## config.mk

```make
export PLATFORM = sky130hd
export DESIGN_NAME = mem_lsu_flat
export DESIGN_NICKNAME = d
export VERILOG_FILES = /design/src/rtl/mem_lsu_pkg.sv /design/src/rtl/mem_lsu_if.sv /design/src/rtl/mem_lsu.sv /design/src/flat_wrapper.sv
export SDC_FILE = /design/constraint.sdc
export NUM_CORES = 1
export LEC_CHECK = 0
export ABC_AREA = 1
export CELL_PAD_IN_SITES_DETAIL_PLACEMENT = 1
export CELL_PAD_IN_SITES_GLOBAL_PLACEMENT = 2
export CORE_UTILIZATION = 24
export DETAILED_ROUTE_END_ITERATION = 10
export GPL_TIMING_DRIVEN = 0
export PLACE_DENSITY = 0.9
export SYNTH_ARGS = -nofsm -noshare
export SYNTH_HDL_FRONTEND = slang
export SYNTH_SLANG_ARGS = --single-unit
```

## constraint.sdc

```tcl
create_clock -name clk -period 3.05 [get_ports clk]
set_clock_uncertainty 0.15 [all_clocks]
set_input_delay 0.61 -clock clk [delete_from_list [all_inputs] [get_ports clk]]
set_output_delay 0.61 -clock clk [all_outputs]
set_load 0.01 [all_outputs]
```

## src/rtl/mem_lsu_pkg.sv

```systemverilog
// rtl/mem_lsu_pkg.sv - op encoding, FSM state type and sizing defaults shared by the load/store unit
package mem_lsu_pkg;

  // Default memory port width and memory size in bytes
  localparam int LSU_ADDR_W   = 14;
  localparam int LSU_DM_BYTES = 12288;

  // CPU memory op encoding on req_op
  localparam logic [2:0] OP_LW  = 3'd0;
  localparam logic [2:0] OP_LB  = 3'd1;
  localparam logic [2:0] OP_LBU = 3'd2;
  localparam logic [2:0] OP_SW  = 3'd3;
  localparam logic [2:0] OP_SB  = 3'd4;
  localparam logic [2:0] OP_LH  = 3'd5;
  localparam logic [2:0] OP_LHU = 3'd6;
  localparam logic [2:0] OP_SH  = 3'd7;

  typedef enum logic [1:0] {
    ST_IDLE    = 2'd0,
    ST_ACCESS0 = 2'd1,
    ST_ACCESS1 = 2'd2,
    ST_RESP    = 2'd3
  } lsu_state_t;

  function automatic logic op_is_store(input logic [2:0] op);
    return (op == OP_SW) || (op == OP_SB) || (op == OP_SH);
  endfunction

  function automatic logic op_is_half(input logic [2:0] op);
    return (op == OP_LH) || (op == OP_LHU) || (op == OP_SH);
  endfunction

endpackage

```

## src/rtl/mem_lsu_if.sv

```systemverilog
// rtl/mem_lsu_if.sv - request/response handshake and data-memory port bundle of the load/store unit
interface mem_lsu_if
  import mem_lsu_pkg::*;
#(
  parameter int ADDR_W = LSU_ADDR_W
);

  // CPU request
  logic              req_valid;
  logic              req_ready;
  logic [2:0]        req_op;
  logic [31:0]       req_addr;
  logic [31:0]       req_wdata;

  // CPU response
  logic              rsp_valid;
  logic              rsp_ready;
  logic [31:0]       rsp_rdata;
  logic              rsp_err;

  // Data memory port
  logic [ADDR_W-1:0] dm_addr;
  logic [31:0]       dm_din;
  logic              dm_we;
  logic              dm_islb;
  logic              dm_issb;
  logic [31:0]       dm_dout;

  // The LSU: target of CPU requests, initiator toward the memory
  modport master (
    input  req_valid, req_op, req_addr, req_wdata, rsp_ready, dm_dout,
    output req_ready, rsp_valid, rsp_rdata, rsp_err,
           dm_addr, dm_din, dm_we, dm_islb, dm_issb
  );

  // The surroundings: CPU MEM stage plus data memory
  modport slave (
    output req_valid, req_op, req_addr, req_wdata, rsp_ready, dm_dout,
    input  req_ready, rsp_valid, rsp_rdata, rsp_err,
           dm_addr, dm_din, dm_we, dm_islb, dm_issb
  );

endinterface

```

## src/rtl/mem_lsu.sv

```systemverilog
// rtl/mem_lsu.sv - load/store unit driving dm_1k; halfword ops built only with LSU_HALFWORD_EN
module mem_lsu
  import mem_lsu_pkg::*;
#(
  parameter int ADDR_W   = LSU_ADDR_W,
  parameter int DM_BYTES = LSU_DM_BYTES
) (
  input  logic      clk,
  input  logic      rst_n,
  mem_lsu_if.master bus
);

  lsu_state_t        state_q, state_d;
  logic [2:0]        op_q, op_d;
  logic [ADDR_W-1:0] dm_addr_q, dm_addr_d;
  logic [31:0]       dm_din_q, dm_din_d;
  logic              dm_we_q, dm_we_d;
  logic              dm_islb_q, dm_islb_d;
  logic              dm_issb_q, dm_issb_d;
  logic              rsp_valid_q, rsp_valid_d;
  logic [31:0]       rsp_rdata_q, rsp_rdata_d;
  logic              rsp_err_q, rsp_err_d;
`ifdef LSU_HALFWORD_EN
  logic [7:0]        low_q, low_d;
  logic [7:0]        wdata_hi_q, wdata_hi_d;
`endif

  logic accept;
  logic req_ok;

  // Alignment and range check; anything above the memory port width is out of range
  function automatic logic req_check(input logic [2:0] op, input logic [31:0] addr);
    logic hi_ok;
    logic ok;
    hi_ok = (addr[31:ADDR_W] == '0);
    ok    = 1'b0;
    case (op)
      OP_LW, OP_SW:          ok = hi_ok && (addr[1:0] == 2'b00) && (addr <= 32'(DM_BYTES - 4));
      OP_LB, OP_LBU, OP_SB:  ok = hi_ok && (addr <= 32'(DM_BYTES - 1));
`ifdef LSU_HALFWORD_EN
      OP_LH, OP_LHU, OP_SH:  ok = hi_ok && !addr[0] && (addr <= 32'(DM_BYTES - 2));
`endif
      default:               ok = 1'b0;
    endcase
    return ok;
  endfunction

  assign accept = bus.req_valid && (state_q == ST_IDLE);
  assign req_ok = req_check(bus.req_op, bus.req_addr);

  // State and registered outputs; reset clears dm_we at once so no write survives a reset
  always_ff @(posedge clk or negedge rst_n) begin
    if (!rst_n) begin
      state_q     <= ST_IDLE;
      op_q        <= OP_LW;
      dm_addr_q   <= '0;
      dm_din_q    <= '0;
      dm_we_q     <= 1'b0;
      dm_islb_q   <= 1'b0;
      dm_issb_q   <= 1'b0;
      rsp_valid_q <= 1'b0;
      rsp_rdata_q <= '0;
      rsp_err_q   <= 1'b0;
`ifdef LSU_HALFWORD_EN
      low_q       <= '0;
      wdata_hi_q  <= '0;
`endif
    end else begin
      state_q     <= state_d;
      op_q        <= op_d;
      dm_addr_q   <= dm_addr_d;
      dm_din_q    <= dm_din_d;
      dm_we_q     <= dm_we_d;
      dm_islb_q   <= dm_islb_d;
      dm_issb_q   <= dm_issb_d;
      rsp_valid_q <= rsp_valid_d;
      rsp_rdata_q <= rsp_rdata_d;
      rsp_err_q   <= rsp_err_d;
`ifdef LSU_HALFWORD_EN
      low_q       <= low_d;
      wdata_hi_q  <= wdata_hi_d;
`endif
    end
  end

  // Next state: failed checks skip the memory, halfwords take a second access cycle
  always_comb begin
    state_d = state_q;
    case (state_q)
      ST_IDLE:    if (accept) state_d = req_ok ? ST_ACCESS0 : ST_RESP;
`ifdef LSU_HALFWORD_EN
      ST_ACCESS0: state_d = op_is_half(op_q) ? ST_ACCESS1 : ST_RESP;
      ST_ACCESS1: state_d = ST_RESP;
`else
      ST_ACCESS0: state_d = ST_RESP;
`endif
      ST_RESP:    if (bus.rsp_ready) state_d = ST_IDLE;
      default:    state_d = ST_IDLE;
    endcase
  end

  // Next values of the memory port and response registers for the cycle being entered
  always_comb begin
    op_d        = op_q;
    dm_addr_d   = dm_addr_q;
    dm_din_d    = dm_din_q;
    dm_we_d     = dm_we_q;
    dm_islb_d   = dm_islb_q;
    dm_issb_d   = dm_issb_q;
    rsp_valid_d = rsp_valid_q;
    rsp_rdata_d = rsp_rdata_q;
    rsp_err_d   = rsp_err_q;
`ifdef LSU_HALFWORD_EN
    low_d       = low_q;
    wdata_hi_d  = wdata_hi_q;
`endif
    case (state_q)
      ST_IDLE: begin
        if (accept) begin
          op_d        = bus.req_op;
          rsp_rdata_d = '0;
          rsp_err_d   = 1'b0;
`ifdef LSU_HALFWORD_EN
          wdata_hi_d  = bus.req_wdata[15:8];
`endif
          if (req_ok) begin
            dm_addr_d = bus.req_addr[ADDR_W-1:0];
            dm_we_d   = op_is_store(bus.req_op);
            dm_islb_d = !op_is_store(bus.req_op) && (bus.req_op != OP_LW);
            dm_issb_d = (bus.req_op == OP_SB) || (bus.req_op == OP_SH);
            if (bus.req_op == OP_SW)
              dm_din_d = bus.req_wdata;
            else if (op_is_store(bus.req_op))
              dm_din_d = {24'b0, bus.req_wdata[7:0]};
            else
              dm_din_d = '0;
          end else begin
            rsp_err_d   = 1'b1;
            rsp_valid_d = 1'b1;
          end
        end
      end
      ST_ACCESS0: begin
        dm_we_d   = 1'b0;
        dm_islb_d = 1'b0;
        dm_issb_d = 1'b0;
        case (op_q)
          OP_LW, OP_LB: rsp_rdata_d = bus.dm_dout;
          OP_LBU:       rsp_rdata_d = {24'b0, bus.dm_dout[7:0]};
          default:      ;
        endcase
`ifdef LSU_HALFWORD_EN
        if (op_is_half(op_q)) begin
          low_d     = bus.dm_dout[7:0];
          dm_addr_d = dm_addr_q + ADDR_W'(1);
          dm_islb_d = (op_q != OP_SH);
          dm_we_d   = (op_q == OP_SH);
          dm_issb_d = (op_q == OP_SH);
          if (op_q == OP_SH) dm_din_d = {24'b0, wdata_hi_q};
        end else begin
          rsp_valid_d = 1'b1;
        end
`else
        rsp_valid_d = 1'b1;
`endif
      end
`ifdef LSU_HALFWORD_EN
      ST_ACCESS1: begin
        dm_we_d     = 1'b0;
        dm_islb_d   = 1'b0;
        dm_issb_d   = 1'b0;
        rsp_valid_d = 1'b1;
        if (op_q == OP_LH)
          rsp_rdata_d = {{16{bus.dm_dout[7]}}, bus.dm_dout[7:0], low_q};
        else if (op_q == OP_LHU)
          rsp_rdata_d = {16'b0, bus.dm_dout[7:0], low_q};
      end
`endif
      ST_RESP: begin
        if (bus.rsp_ready) rsp_valid_d = 1'b0;
      end
      default: ;
    endcase
  end

  assign bus.req_ready = (state_q == ST_IDLE);
  assign bus.rsp_valid = rsp_valid_q;
  assign bus.rsp_rdata = rsp_rdata_q;
  assign bus.rsp_err   = rsp_err_q;
  assign bus.dm_addr   = dm_addr_q;
  assign bus.dm_din    = dm_din_q;
  assign bus.dm_we     = dm_we_q;
  assign bus.dm_islb   = dm_islb_q;
  assign bus.dm_issb   = dm_issb_q;

endmodule

```

## src/flat_wrapper.sv

```systemverilog
// flat-port wrapper written by rule: the top's interface ports become plain ports
module mem_lsu_flat import mem_lsu_pkg::*;
#(
  parameter int ADDR_W   = LSU_ADDR_W,
  parameter int DM_BYTES = LSU_DM_BYTES
)
  (clk, rst_n, bus_req_valid, bus_req_op, bus_req_addr, bus_req_wdata, bus_rsp_ready, bus_dm_dout, bus_req_ready, bus_rsp_valid, bus_rsp_rdata, bus_rsp_err, bus_dm_addr, bus_dm_din, bus_dm_we, bus_dm_islb, bus_dm_issb);
  mem_lsu_if #(.ADDR_W(ADDR_W)) bus_i ();
  input  logic clk;
  input  logic rst_n;
  input wire logic [$bits(bus_i.req_valid)-1:0] bus_req_valid;
  input wire logic [$bits(bus_i.req_op)-1:0] bus_req_op;
  input wire logic [$bits(bus_i.req_addr)-1:0] bus_req_addr;
  input wire logic [$bits(bus_i.req_wdata)-1:0] bus_req_wdata;
  input wire logic [$bits(bus_i.rsp_ready)-1:0] bus_rsp_ready;
  input wire logic [$bits(bus_i.dm_dout)-1:0] bus_dm_dout;
  output wire logic [$bits(bus_i.req_ready)-1:0] bus_req_ready;
  output wire logic [$bits(bus_i.rsp_valid)-1:0] bus_rsp_valid;
  output wire logic [$bits(bus_i.rsp_rdata)-1:0] bus_rsp_rdata;
  output wire logic [$bits(bus_i.rsp_err)-1:0] bus_rsp_err;
  output wire logic [$bits(bus_i.dm_addr)-1:0] bus_dm_addr;
  output wire logic [$bits(bus_i.dm_din)-1:0] bus_dm_din;
  output wire logic [$bits(bus_i.dm_we)-1:0] bus_dm_we;
  output wire logic [$bits(bus_i.dm_islb)-1:0] bus_dm_islb;
  output wire logic [$bits(bus_i.dm_issb)-1:0] bus_dm_issb;
  assign bus_i.req_valid = bus_req_valid;
  assign bus_i.req_op = bus_req_op;
  assign bus_i.req_addr = bus_req_addr;
  assign bus_i.req_wdata = bus_req_wdata;
  assign bus_i.rsp_ready = bus_rsp_ready;
  assign bus_i.dm_dout = bus_dm_dout;
  assign bus_req_ready = bus_i.req_ready;
  assign bus_rsp_valid = bus_i.rsp_valid;
  assign bus_rsp_rdata = bus_i.rsp_rdata;
  assign bus_rsp_err = bus_i.rsp_err;
  assign bus_dm_addr = bus_i.dm_addr;
  assign bus_dm_din = bus_i.dm_din;
  assign bus_dm_we = bus_i.dm_we;
  assign bus_dm_islb = bus_i.dm_islb;
  assign bus_dm_issb = bus_i.dm_issb;
  mem_lsu #(.ADDR_W(ADDR_W), .DM_BYTES(DM_BYTES)) u_core (.clk(clk), .rst_n(rst_n), .bus(bus_i));
endmodule
```

After elaboration in Yosys (flattened, before gate mapping) --
Cells that the tools add are included.
Word-level totals: bits in registers 88, bits of input ports 103
Cells by class: order comparisons 2, equality and inequality tests 14, muxes and demuxes 24, reduce and logical (&&, ||, !) cells 26
Operator list (count):
- one-hot mux 32 bit (2 select lines) | 2
- <= comparator 32 x 14 -> 1 bit, second input constant | 2
- 2-to-1 mux 32 bit | 2
- zero test 18 bit | 1
- 2-to-1 mux 1 bit | 10
- equality test 3 x 2 -> 1 bit, second input constant | 3
- AND reduction 3 bit | 3
- 2-to-1 mux 8 bit | 1
- one-hot mux 1 bit (2 select lines) | 4
- equality test 3 x 1 -> 1 bit, second input constant | 2
- equality test 3 bit, second input constant | 2
- zero test 3 bit | 2
- 2-to-1 mux 2 bit | 3
- one-hot mux 2 bit (3 select lines) | 1
- nonzero test 3 bit | 2
- logical AND 1 bit | 5
- zero test 2 bit | 2
- != test 2 x 1 -> 1 bit, second input constant | 2
- != test 2 bit, second input constant | 2
- AND reduction 2 bit | 2
- AND reduction 4 bit | 1
- OR reduction 2 bit | 2
- logical OR 1 bit | 3
- != test 3 bit, second input constant | 1
- other kinds (6) | 6

Logic depth before layout (Yosys ltp) --
Gate-level depths: netlist (run 1).
depth after elaboration 8, depth in mapped cells 11, gate-level depth less buffers 11

Least setup slack after synthesis (run 1) --
No wires, ideal clock.
path kind input to register, start point input port bus_req_op[1], end point register u_core.dm_din_q[24] (netlist: u_core.bus.dm_din[24]), arrival time 1.492 ns, slack 1.282 ns, stages on the path 11, cell sequence nand2_1 inv_2 nor2_2 nor2_1 nor2_1 nand2_1 inv_1 nand2_2 buf_2 nand2_1 o21ai_0
Between the ends: longest elaborated chain between the ends 4, elaborated cells on any way between the ends 10, classes of those cells eq/ne: 4; mux: 2; reduce/logical: 4
Ends and longest elaborated chain:
- start: declaration | line flat_wrapper.sv:12 | input wire logic [$bits(bus_i.req_op)-1:0] bus_req_op;
- equality test 3 x 1 -> 1 bit (tied with other cells) | line mem_lsu.sv:37 | case (op)
- OR reduction 3 bit or OR reduction 2 bit (tied branches) | line mem_lsu.sv:37
- one-hot mux 1 bit (2 select lines) | line mem_lsu.sv:37
- AND reduction 3 bit (no source line)
- end signal: assignment | line mem_lsu.sv:72 | dm_din_q <= dm_din_d;
- end: declaration | line mem_lsu.sv:16 | logic [31:0] dm_din_q, dm_din_d;
Parallel ways exist; a longest one is shown, timed or not. A chain may end at the register's enable or synchronous reset.

Final worst setup path (run 1) --
start point register u_core.state_q[1], end point output port bus_req_ready
Between the ends: longest elaborated chain between the ends 1
Ends and longest elaborated chain:
- start: declaration | line mem_lsu.sv:13 | lsu_state_t state_q, state_d;
- start signal: assignment | line mem_lsu.sv:69 | state_q <= state_d;
- zero test 2 bit | line mem_lsu.sv:186 | assign bus.req_ready = (state_q == ST_IDLE);
- end: declaration | line flat_wrapper.sv:17 | output wire logic [$bits(bus_i.req_ready)-1:0] bus_req_ready;
Every way passes these cells.

==> results of run 1 <==
layer usage:
metal,up-vias,track usage,wire [um]
li1,1801,-,-
met1,1805,0.195,5560
met2,102,0.284,6820
met3,14,0.0312,614
met4,0,0.0547,190
met5,-,0,0
worst max path at each step:
| stage | cells past startpoint | slack [ps] | endpoint |
|---|---|---|---|
| detailed placement | 11 | 320 | u_core.bus.dm_din[27]$_DFFE_PN0P_ |
| finish | 2 | 720 | bus_req_ready |
| CTS | 11 | 670 | u_core.bus.dm_din[27]$_DFFE_PN0P_ |
| global route | 11 | 490 | u_core.bus.dm_din[26]$_DFFE_PN0P_ |
| global placement | 1 | -2040 | u_core.bus.dm_addr[8]$_DFFE_PN0P_ |
| floorplan | 11 | 1280 | u_core.bus.dm_din[24]$_DFFE_PN0P_ |
registers in the layout (all words and copies together), names as in the netlist, 2 cells and up:
name,count
u_core.state_q,2
u_core.bus.dm_din,32
u_core.bus.dm_addr,14
u_core.op_q,3
u_core.bus.rsp_rdata,32
where the power goes:
part           total [uW]  internal, uW  leakage, uW  switching [uW]
combinational        2130          1000      0.00147            1130
sequential           1590          1430      0.00116             161
clock                1030           573     0.000130             453
cell type report:
cell class	instances	share of cell area
inverter	25	0.0155
clock buffer	13	0.0394
multi-input combinational	301	0.232
timing repair buffer	187	0.297
sequential	88	0.346
buffer	23	0.0252
tap	216	0.0425
clock inverter	3	0.00275
metrics by stage:
step            util  power [uW]  hold slack (ps)  area (um^2)  setup TNS [ps]
2_1_floorplan      -        2850              164         3930               0
3_3_place_gp   0.380        3690              307         6070         -178580
3_5_place_dp   0.382        3780              312         6090               0
4_1_cts        0.399        4840              150         6360               0
5_1_grt        0.399        5080              161         6360               0
6_report       0.399        4750              129         6360               0
kinds of logic after synthesis:
group	after synthesis	synth area share
and+or+nand+nor	224	0.249
DFF	88	0.560
buffers and inverters	48	0.0658
AOI/OAI and AO/OA	77	0.125
cell usage after synthesis:
cell and n:
inv_6 1, o31ai_1 1, dfrtp_1 88, inv_1 19
a21oi_4 1, o21ai_0 40, a21oi_1 2, o21ai_1 8
nand2_8 1, or2_1 1, a21oi_2 24, nand2_2 2
buf_6 4, buf_2 12, clkbuf_2 1, clkinv_1 2
clkbuf_1 4, nor2_2 9, nand3_1 44, nand2_1 134
buf_8 1, and2_0 1, nor2_8 2, nor2_1 29
nand3b_1 1, buf_12 1, inv_2 3, o21a_1 1
==> metrics.yaml, run 1 <==
layout:
  layout.nets: 738
  antenna_cells: 0
  fillers: 1854
  final_cell_mix: "clkdlybuf4s50_1, nand2_1, dfrtp_1"
  layout_commonest_cell: "clkdlybuf4s50_1"
  final_cells: 856
  multi_input_area_mm2: 0.00147
  area_growth_pct: 61.6
  seq_area_mm2: 0.00220
  drive_gt1_frac: 0.120
yosys:
  synth_area_mm2: 0.00393
  synthTopCellsByArea: "dfrtp_1, nand2_1, nand3_1, a21oi_2, o21ai_0"
  ys_warn_count: 0
  syn_nets: 540
  synth_top_area_share: 0.560
  ys_seq_area_frac: 0.560
  avgSynthCellArea_um2: 9.00
  synth_seq_cells: 88
  synth.distinct_cells: 28
  synth_area_leader_cell: "dfrtp_1"
  syn_inst: 437
placed_design:
  dp_cells: 840
  dp_hpwl_mm: 10.3
  dpl_worst_slack_ps: 324
  io_buffers: 186
  place_congestion: 0.754
routing:
  wl_mm: 13.2
  wl_per_cell_um: 15.4
  drc_errors: 0
  avgViaCountPerCell: 4.35
  drtPass1Iterations: 4
  ant_nets: 0
  drt_iter0_drc: 150
  vias: 3722
global_routing:
  grt_first_pass_wirelength_mm: 20.8
  grt_use_total: 0.161
  grt_max_degree: 47
  antenna_found_initial: 0
  overflow: 0
  grt_pass1_vias: 3936
worst_setup_path:
  crit_fanout: 4
  arrival_ps: 1570
  slowest_stage: "clkdlybuf4s50_1"
  cp_data_required_time_ps: 2290
  regToRegStartpoint: "u_core.state_q[1]$_DFFE_PN0P_"
  r2r_cells: 6
  path_class: "flop to output pin"
  rr_endpoint: "u_core.bus.dm_din[27]$_DFFE_PN0P_"
  path_buf_inv: 1
  regToRegSetupSlack_ps: 1180
  crit_family: "buffers and inverters"
  critPathMaxStageDelay_ps: 590
  crit_path_cell_trace: "nor2_1, clkdlybuf4s50_1"
  setup.worst_path.start: "u_core.state_q[1]$_DFFE_PN0P_"
  start_kind: "flop"
  crit_path_end_kind: "output pin"
timing:
  setup_viol: 0
  slew_viol_final: 0
  finalHoldViolCount: 0
  fin_ws_ps: 720
  maxSlewHeadroom: 0.591
  worst_slew_pin_slew_ps: 613
  fmaxAchievable_mhz: 429
  rsz0062_at_grt: "false"
  min_period_over_period: 0.764
  period_needed_ps: 2330
floorplan:
  die_w_um: 130
  ios: 187
  core_region_area_mm2: 0.0159
  die_h_um: 130
  row_count: 46
  start_util: 0.247
  dieArea_mm2: 0.0169
clock_network:
  cts-root-buf: "clkbuf_16"
  insertion_delay_ps: 330
  cts_sinks: 88
  cts-buffers-inserted: 9
  htree_levels: 3
  holdBufCountCts: 0
  cts_tree: "done"
  clk_path_buf_depth: 2
  cts_setup_buffers: 0
  cts.reportedPaths.clkPinSlew_ps: 60
  cts_resized: 0
worst_hold_path:
  hold_class: "primary input to asynchronous set/reset pin"
pwr:
  peakVddDrop_mv: 0.413
  power_density_mw_per_mm2: 747
  power.leakage_uw: 0.00276
job:
  drv_cap: 0
status:
  status: "finished clean"
Note: power is estimated with default switching activity, not from simulation.
==> run 2: changes to the inputs <==
--- a/config.mk
+++ b/config.mk
@@ -8,10 +8,10 @@
 export ABC_AREA = 1
 export CELL_PAD_IN_SITES_DETAIL_PLACEMENT = 1
 export CELL_PAD_IN_SITES_GLOBAL_PLACEMENT = 2
-export CORE_UTILIZATION = 24
+export CORE_UTILIZATION = 23
 export DETAILED_ROUTE_END_ITERATION = 10
 export GPL_TIMING_DRIVEN = 0
-export PLACE_DENSITY = 0.9
+export PLACE_DENSITY = 0.87
 export SYNTH_ARGS = -nofsm -noshare
 export SYNTH_HDL_FRONTEND = slang
 export SYNTH_SLANG_ARGS = --single-unit
==> constraint.sdc (replaced) <==
create_clock -name clk -period 2.2 [get_ports clk]
set_clock_uncertainty 0.15 [all_clocks]
set_input_delay 0.44 -clock clk [delete_from_list [all_inputs] [get_ports clk]]
set_output_delay 0.44 -clock clk [all_outputs]
set_load 0.01 [all_outputs]
==> metrics.yaml, run 2 (same netlist as run 1, synthesis figures left out) <==
timing:
  period_needed_ps: 2100
  min_period_over_period: 0.953
  rsz0062_at_grt: "false"
  slew_viol_final: 0  # unchanged
  fin_setup_tns_ps: 0  # unchanged
  finalHoldViolCount: 0  # unchanged
  setup_viol: 0  # unchanged
  worst_slew_pin_slew_ps: 624  # +10.7 ps
  fmaxAchievable_mhz: 477
  maxSlewHeadroom: 0.584  # -0.00715
routing:
  wl_per_cell_um: 15.9  # +3.5%
  drtPass1Iterations: 4  # unchanged
  avgViaCountPerCell: 4.38  # +0.73%
  drt_iter0_drc: 106  # -29%
  wl_mm: 13.7  # +4.1%
  ant_nets: 0  # unchanged
  vias: 3771  # +1.3%
  drc_errors: 0  # unchanged
global_routing:
  grt_first_pass_wirelength_mm: 22.3  # +6.9%
  antenna_found_initial: 0  # unchanged
  overflow: 0  # unchanged
  grt_pass1_vias: 4194  # +6.6%
  grt_max_degree: 47  # unchanged
  grt_use_total: 0.163  # +0.00185
floorplan:
  die_h_um: 133  # +2.1%
  dieArea_mm2: 0.0176  # +4.3%
  start_util: 0.236  # -0.0104
  row_count: 47  # +2.2%
  ios: 187  # unchanged
  core_region_area_mm2: 0.0166  # +4.4%
  die_w_um: 133  # +2.1%
pwr:
  finalPower_uw: 6870  # +45%
  seqPwrFrac: 0.323  # -0.012
  comb_power_share: 0.436  # -0.013
  p_switching_uw: 2490  # +43%
  swShare: 0.363  # -0.00463
  power_density_mw_per_mm2: 1070  # +43%
  internal_power_uw: 4380  # +46%
  power.leakage_uw: 0.00280  # +1.5%
  pwr-share-clk: 0.241  # +0.025
  peakVddDrop_mv: 0.434  # +5.2%
clock_network:
  cts_tree: "done"
  insertion_delay_ps: 340  # about the same
  cts.reportedPaths.clkPinSlew_ps: 60  # about the same
  clk_path_buf_depth: 2  # unchanged
  htree_levels: 3  # unchanged
  cts_setup_buffers: 0  # unchanged
  cts-root-buf: "clkbuf_16"
  cts-buffers-inserted: 9  # unchanged
  cts_sinks: 88  # unchanged
worst_setup_path:
  slowest_stage: "clkdlybuf4s50_1"
  crit_path_end_kind: "output pin"
  crit_fanout: 4  # unchanged
  cp_data_required_time_ps: 1610  # -680 ps
  crit_path_cell_trace: "nor2_4, clkdlybuf4s50_1"
  start_kind: "flop"
  path_class: "flop to output pin"
  regToRegSetupSlack_ps: 370  # -810 ps
  critPathMaxStageDelay_ps: 560  # -30 ps
  arrival_ps: 1510  # -60 ps
worst_hold_path:
  hold_class: "flop to flop"
layout:
  antenna_cells: 0  # unchanged
  drive_gt1_frac: 0.125  # +0.00449
  final_cell_mix: "clkdlybuf4s50_1, nand2_1, dfrtp_1"
  layout_commonest_cell: "clkdlybuf4s50_1"
  area_growth_pct: 64.0
  layout.nets: 739  # +0.14%
placed_design:
  io_buffers: 186  # unchanged
  place_congestion: 0.769  # +2.0%
  dp_hpwl_mm: 10.6  # +2.8%
job:
  drv_cap: 0  # unchanged
status:
  status: "finished clean"
-- run 2: timing repair --
action	4_1_cts	5_1_grt
endpoints found under the setup margin	41	48
resized for setup	2	9
endpoints found under the hold margin	42	0
hold buffers	1	0
-- run 2: final cells by class --
type | instances | area, um^2
clock inverter | 5 | 81.3
fill | 1896 | 10200
multi-input combinational | 301 | 1490
sequential | 88 | 2200
clock buffer | 11 | 233
buffer | 23 | 168
tap | 220 | 275
inverter | 25 | 104
timing repair buffer | 188 | 1900
-- run 2: path summary, 6_finish.rpt --
kind	end	from	depth (start not counted)
worst max register to register	u_core.bus.rsp_rdata[10]$_DFFE_PN0P_	u_core.state_q[0]$_DFFE_PN0P_	9
worst max-delay path	bus_req_ready	u_core.state_q[1]$_DFFE_PN0P_	2
worst min-delay path	u_core.bus.dm_addr[13]$_DFFE_PN0P_	u_core.bus.dm_addr[13]$_DFFE_PN0P_	2
max in group asynchronous	u_core.bus.dm_din[26]$_DFFE_PN0P_	rst_n	3
worst min register to register	u_core.bus.dm_addr[13]$_DFFE_PN0P_	u_core.bus.dm_addr[13]$_DFFE_PN0P_	2
min in group asynchronous	u_core.bus.rsp_rdata[23]$_DFFE_PN0P_	rst_n	2
-- run 2: worst max-delay path: cells and delay by family (launching register included) --
kind                   cells  cell delay [ps]
buffers and inverters      1              560
DFF                        1              450
and+or+nand+nor            1              170
-- run 2: power by group through the flow --
stage               logic [uW]  registers, uW  clock network (uW)
finish                    2990           2220                1660
global route              3290           2270                1750
CTS                       3050           2220                1720
detailed placement        3030           2240                   0
global placement          2910           2220                   0
floorplan                 1610           2350                   0
-- run 2: stage by stage --
step / hold WS [ps] / cells / setup WS [ps] / instance area, um^2 / util
5_1_grt: 347 / 861 / 10.4 / 6450 / 0.388
3_3_place_gp: 307 / 843 / -2750 / 6070 / 0.365
2_1_floorplan: -5.59 / 437 / 482 / 3930 / -
6_report: 324 / 861 / 103 / 6450 / 0.388
4_1_cts: 326 / 861 / 27.5 / 6420 / 0.386
3_5_place_dp: 311 / 844 / -430 / 6100 / 0.366
-- run 2: routing by layer --
metal / vias to the layer above / global-route usage / wire length [um] / share of wire
met1: 1864 / 0.191 / 5690 / 0.41
met2: 93 / 0.295 / 7270 / 0.53
li1: 1800 / - / - / -
met5: - / 0 / 0 / 0
met3: 14 / 0.0261 / 514 / 0.037
met4: 0 / 0.0639 / 241 / 0.018
==> run 3: changes to the inputs <==
--- a/config.mk
+++ b/config.mk
@@ -9,9 +9,11 @@
 export CELL_PAD_IN_SITES_DETAIL_PLACEMENT = 1
 export CELL_PAD_IN_SITES_GLOBAL_PLACEMENT = 2
 export CORE_UTILIZATION = 23
+export CTS_CLUSTER_SIZE = 10
 export DETAILED_ROUTE_END_ITERATION = 10
 export GPL_TIMING_DRIVEN = 0
 export PLACE_DENSITY = 0.87
+export SLEW_MARGIN = 40
 export SYNTH_ARGS = -nofsm -noshare
 export SYNTH_HDL_FRONTEND = slang
 export SYNTH_SLANG_ARGS = --single-unit
==> metrics.yaml, run 3 (same netlist as run 1, synthesis figures left out) <==
layout:
  layout_commonest_cell: "clkdlybuf4s50_1"
  drive_gt1_frac: 0.126  # +0.00156
  layout.nets: 739  # unchanged
  fillers: 1887  # -0.47%
  final_cell_mix: "clkdlybuf4s50_1, nand2_1, dfrtp_1"
  final_area_mm2: 0.00645  # unchanged
  area_growth_pct: 64.0  # unchanged
  antenna_cells: 0  # unchanged
  postLayoutCoreUtil: 0.388  # unchanged
global_routing:
  grt_first_pass_wirelength_mm: 22.1  # -0.46%
  overflow: 0  # unchanged
  grt_max_degree: 46  # -2.1%
  antenna_found_initial: 0  # unchanged
  grt_use_total: 0.162  # -0.000578
  grt_pass1_vias: 4116  # -1.9%
floorplan:
  ios: 187  # unchanged
  die_h_um: 133  # unchanged
  die_w_um: 133  # unchanged
  row_count: 47  # unchanged
  core_region_area_mm2: 0.0166  # unchanged
  start_util: 0.236  # unchanged
  dieArea_mm2: 0.0176  # unchanged
placed_design:
  io_buffers: 186  # unchanged
  place_congestion: 0.769  # unchanged
  dp_hpwl_mm: 10.6  # -0.31%
  dpl_cell_area_mm2: 0.00610  # about the same
  dpl_worst_slack_ps: -432  # -2.26 ps
worst_setup_path:
  start_kind: "flop"
  cp_data_required_time_ps: 1610  # about the same
  crit_path_cell_trace: "nor2_4, clkdlybuf4s50_1"
  regToRegStartpoint: "u_core.state_q[0]$_DFFE_PN0P_"
  critPathMaxStageDelay_ps: 560  # about the same
  r2r_cells: 7  # -2
  rr_endpoint: "u_core.bus.rsp_rdata[9]$_DFFE_PN0P_"
  crit_path_end_kind: "output pin"
  slowest_stage: "clkdlybuf4s50_1"
  path_class: "flop to output pin"
  arrival_ps: 1510  # about the same
  regToRegSetupSlack_ps: 350  # -20 ps
  crit_fanout: 4  # unchanged
timing:
  period_needed_ps: 2100  # +0.115 ps
  setup_viol: 0  # unchanged
  finalHoldWorstSlack_ps: 323  # -0.717 ps
  slew_viol_final: 0  # unchanged
  worst_slew_pin_slew_ps: 532  # -91.9 ps
  rsz0062_at_grt: "false"
  fin_setup_tns_ps: 0  # unchanged
  maxSlewHeadroom: 0.645  # +0.0613
  fin_ws_ps: 103  # -0.115 ps
  min_period_over_period: 0.953  # about the same
  finalHoldViolCount: 0  # unchanged
  fmaxAchievable_mhz: 477  # about the same
routing:
  drc_errors: 0  # unchanged
  drtPass1Iterations: 4  # unchanged
  ant_nets: 0  # unchanged
  vias: 3772  # +0.027%
  drt_iter0_drc: 87  # -18%
  avgViaCountPerCell: 4.38  # about the same
  wl_mm: 13.7  # about the same
  wl_per_cell_um: 15.9  # about the same
pwr:
  peakVddDrop_mv: 0.488  # +12%
  power_density_mw_per_mm2: 1060  # -0.41%
  power.leakage_uw: 0.00281  # +0.13%
clock_network:
  cts_sinks: 88  # unchanged
  insertion_delay_ps: 340  # about the same
  cts.reportedPaths.clkPinSlew_ps: 60  # about the same
  cts_tree: "done"
  htree_levels: 3  # unchanged
  cts-buffers-inserted: 9  # unchanged
  cts-root-buf: "clkbuf_16"
  clk_path_buf_depth: 2  # unchanged
status:
  status: "finished clean"
worst_hold_path:
  hold_class: "flop to flop"
  min_to: "u_core.bus.dm_addr[4]$_DFFE_PN0P_"
  holdPathStages: 2  # unchanged
  hold_start: "u_core.bus.dm_addr[4]$_DFFE_PN0P_"
job:
  drv_cap: 0  # unchanged
==> run 3: timing repair <==
| item | 4_1_cts | 5_1_grt |
|---|---|---|
| endpoints found under the setup margin | 41 | 48 |
| hold buffers | 1 | 0 |
| buffers inserted | 0 | 0 |
| resized for setup | 2 | 12 |
| endpoints found under the hold margin | 44 | 0 |
==> run 3: layout make-up <==
cell class	count	area [um^2]	share of cell area
Timing Repair Buffer	188	1900	0.295
Inverter	25	101	0.0157
Tap cell	220	275	0.0427
Buffer	23	173	0.0268
Clock buffer	12	256	0.0398
Clock inverter	4	51.3	0.00795
Multi-Input combinational cell	301	1490	0.231
Sequential cell	88	2200	0.341
==> run 3: power by group <==
group          leakage (uW)  total [uW]  internal, uW  switching [uW]
clock              0.000149        1610           946             660
sequential          0.00116        2220          1990             231
combinational       0.00150        3020          1400            1620
total               0.00281        6840          4330            2510
==> run 3: worst max-delay path by stage <==
stage / start / to / slack, ps / cells past startpoint
after floorplan: u_core.state_q[0]$_DFFE_PN0P_ / u_core.bus.rsp_rdata[10]$_DFFE_PN0P_ / 480 / 8
after global placement: rst_n / u_core.bus.dm_addr[9]$_DFFE_PN0P_ / -2750 / 1
after detailed placement: bus_req_op[1] / u_core.bus.dm_din[26]$_DFFE_PN0P_ / -430 / 11
after CTS: bus_req_op[1] / u_core.bus.dm_din[26]$_DFFE_PN0P_ / 20 / 11
after global routing: bus_req_op[0] / u_core.bus.dm_din[24]$_DFFE_PN0P_ / 20 / 12
final: u_core.state_q[1]$_DFFE_PN0P_ / bus_req_ready / 100 / 2
==> run 3: critical path: cells and delay by family (launching register included) <==
family / cells / cell delay [ps]
buf+inv: 1 / 560
flops: 1 / 440
simple gates: 1 / 160
==> run 3: per-layer routing <==
| layer | wire (um) | vias up | share of wire | track usage |
|---|---|---|---|---|
| met5 | 0 | - | 0 | 0 |
| met4 | 190 | 0 | 0.014 | 0.0504 |
| met3 | 548 | 11 | 0.040 | 0.0349 |
| met2 | 7190 | 90 | 0.52 | 0.290 |
| met1 | 5800 | 1865 | 0.42 | 0.193 |
| li1 | - | 1806 | - | - |
==> run 3: through the flow <==
step | instances | total power [uW]
floorplan | 437 | 3960
global placement | 843 | 5130
detailed placement | 844 | 5280
CTS | 861 | 6940
global route | 861 | 7280
finish | 861 | 6840
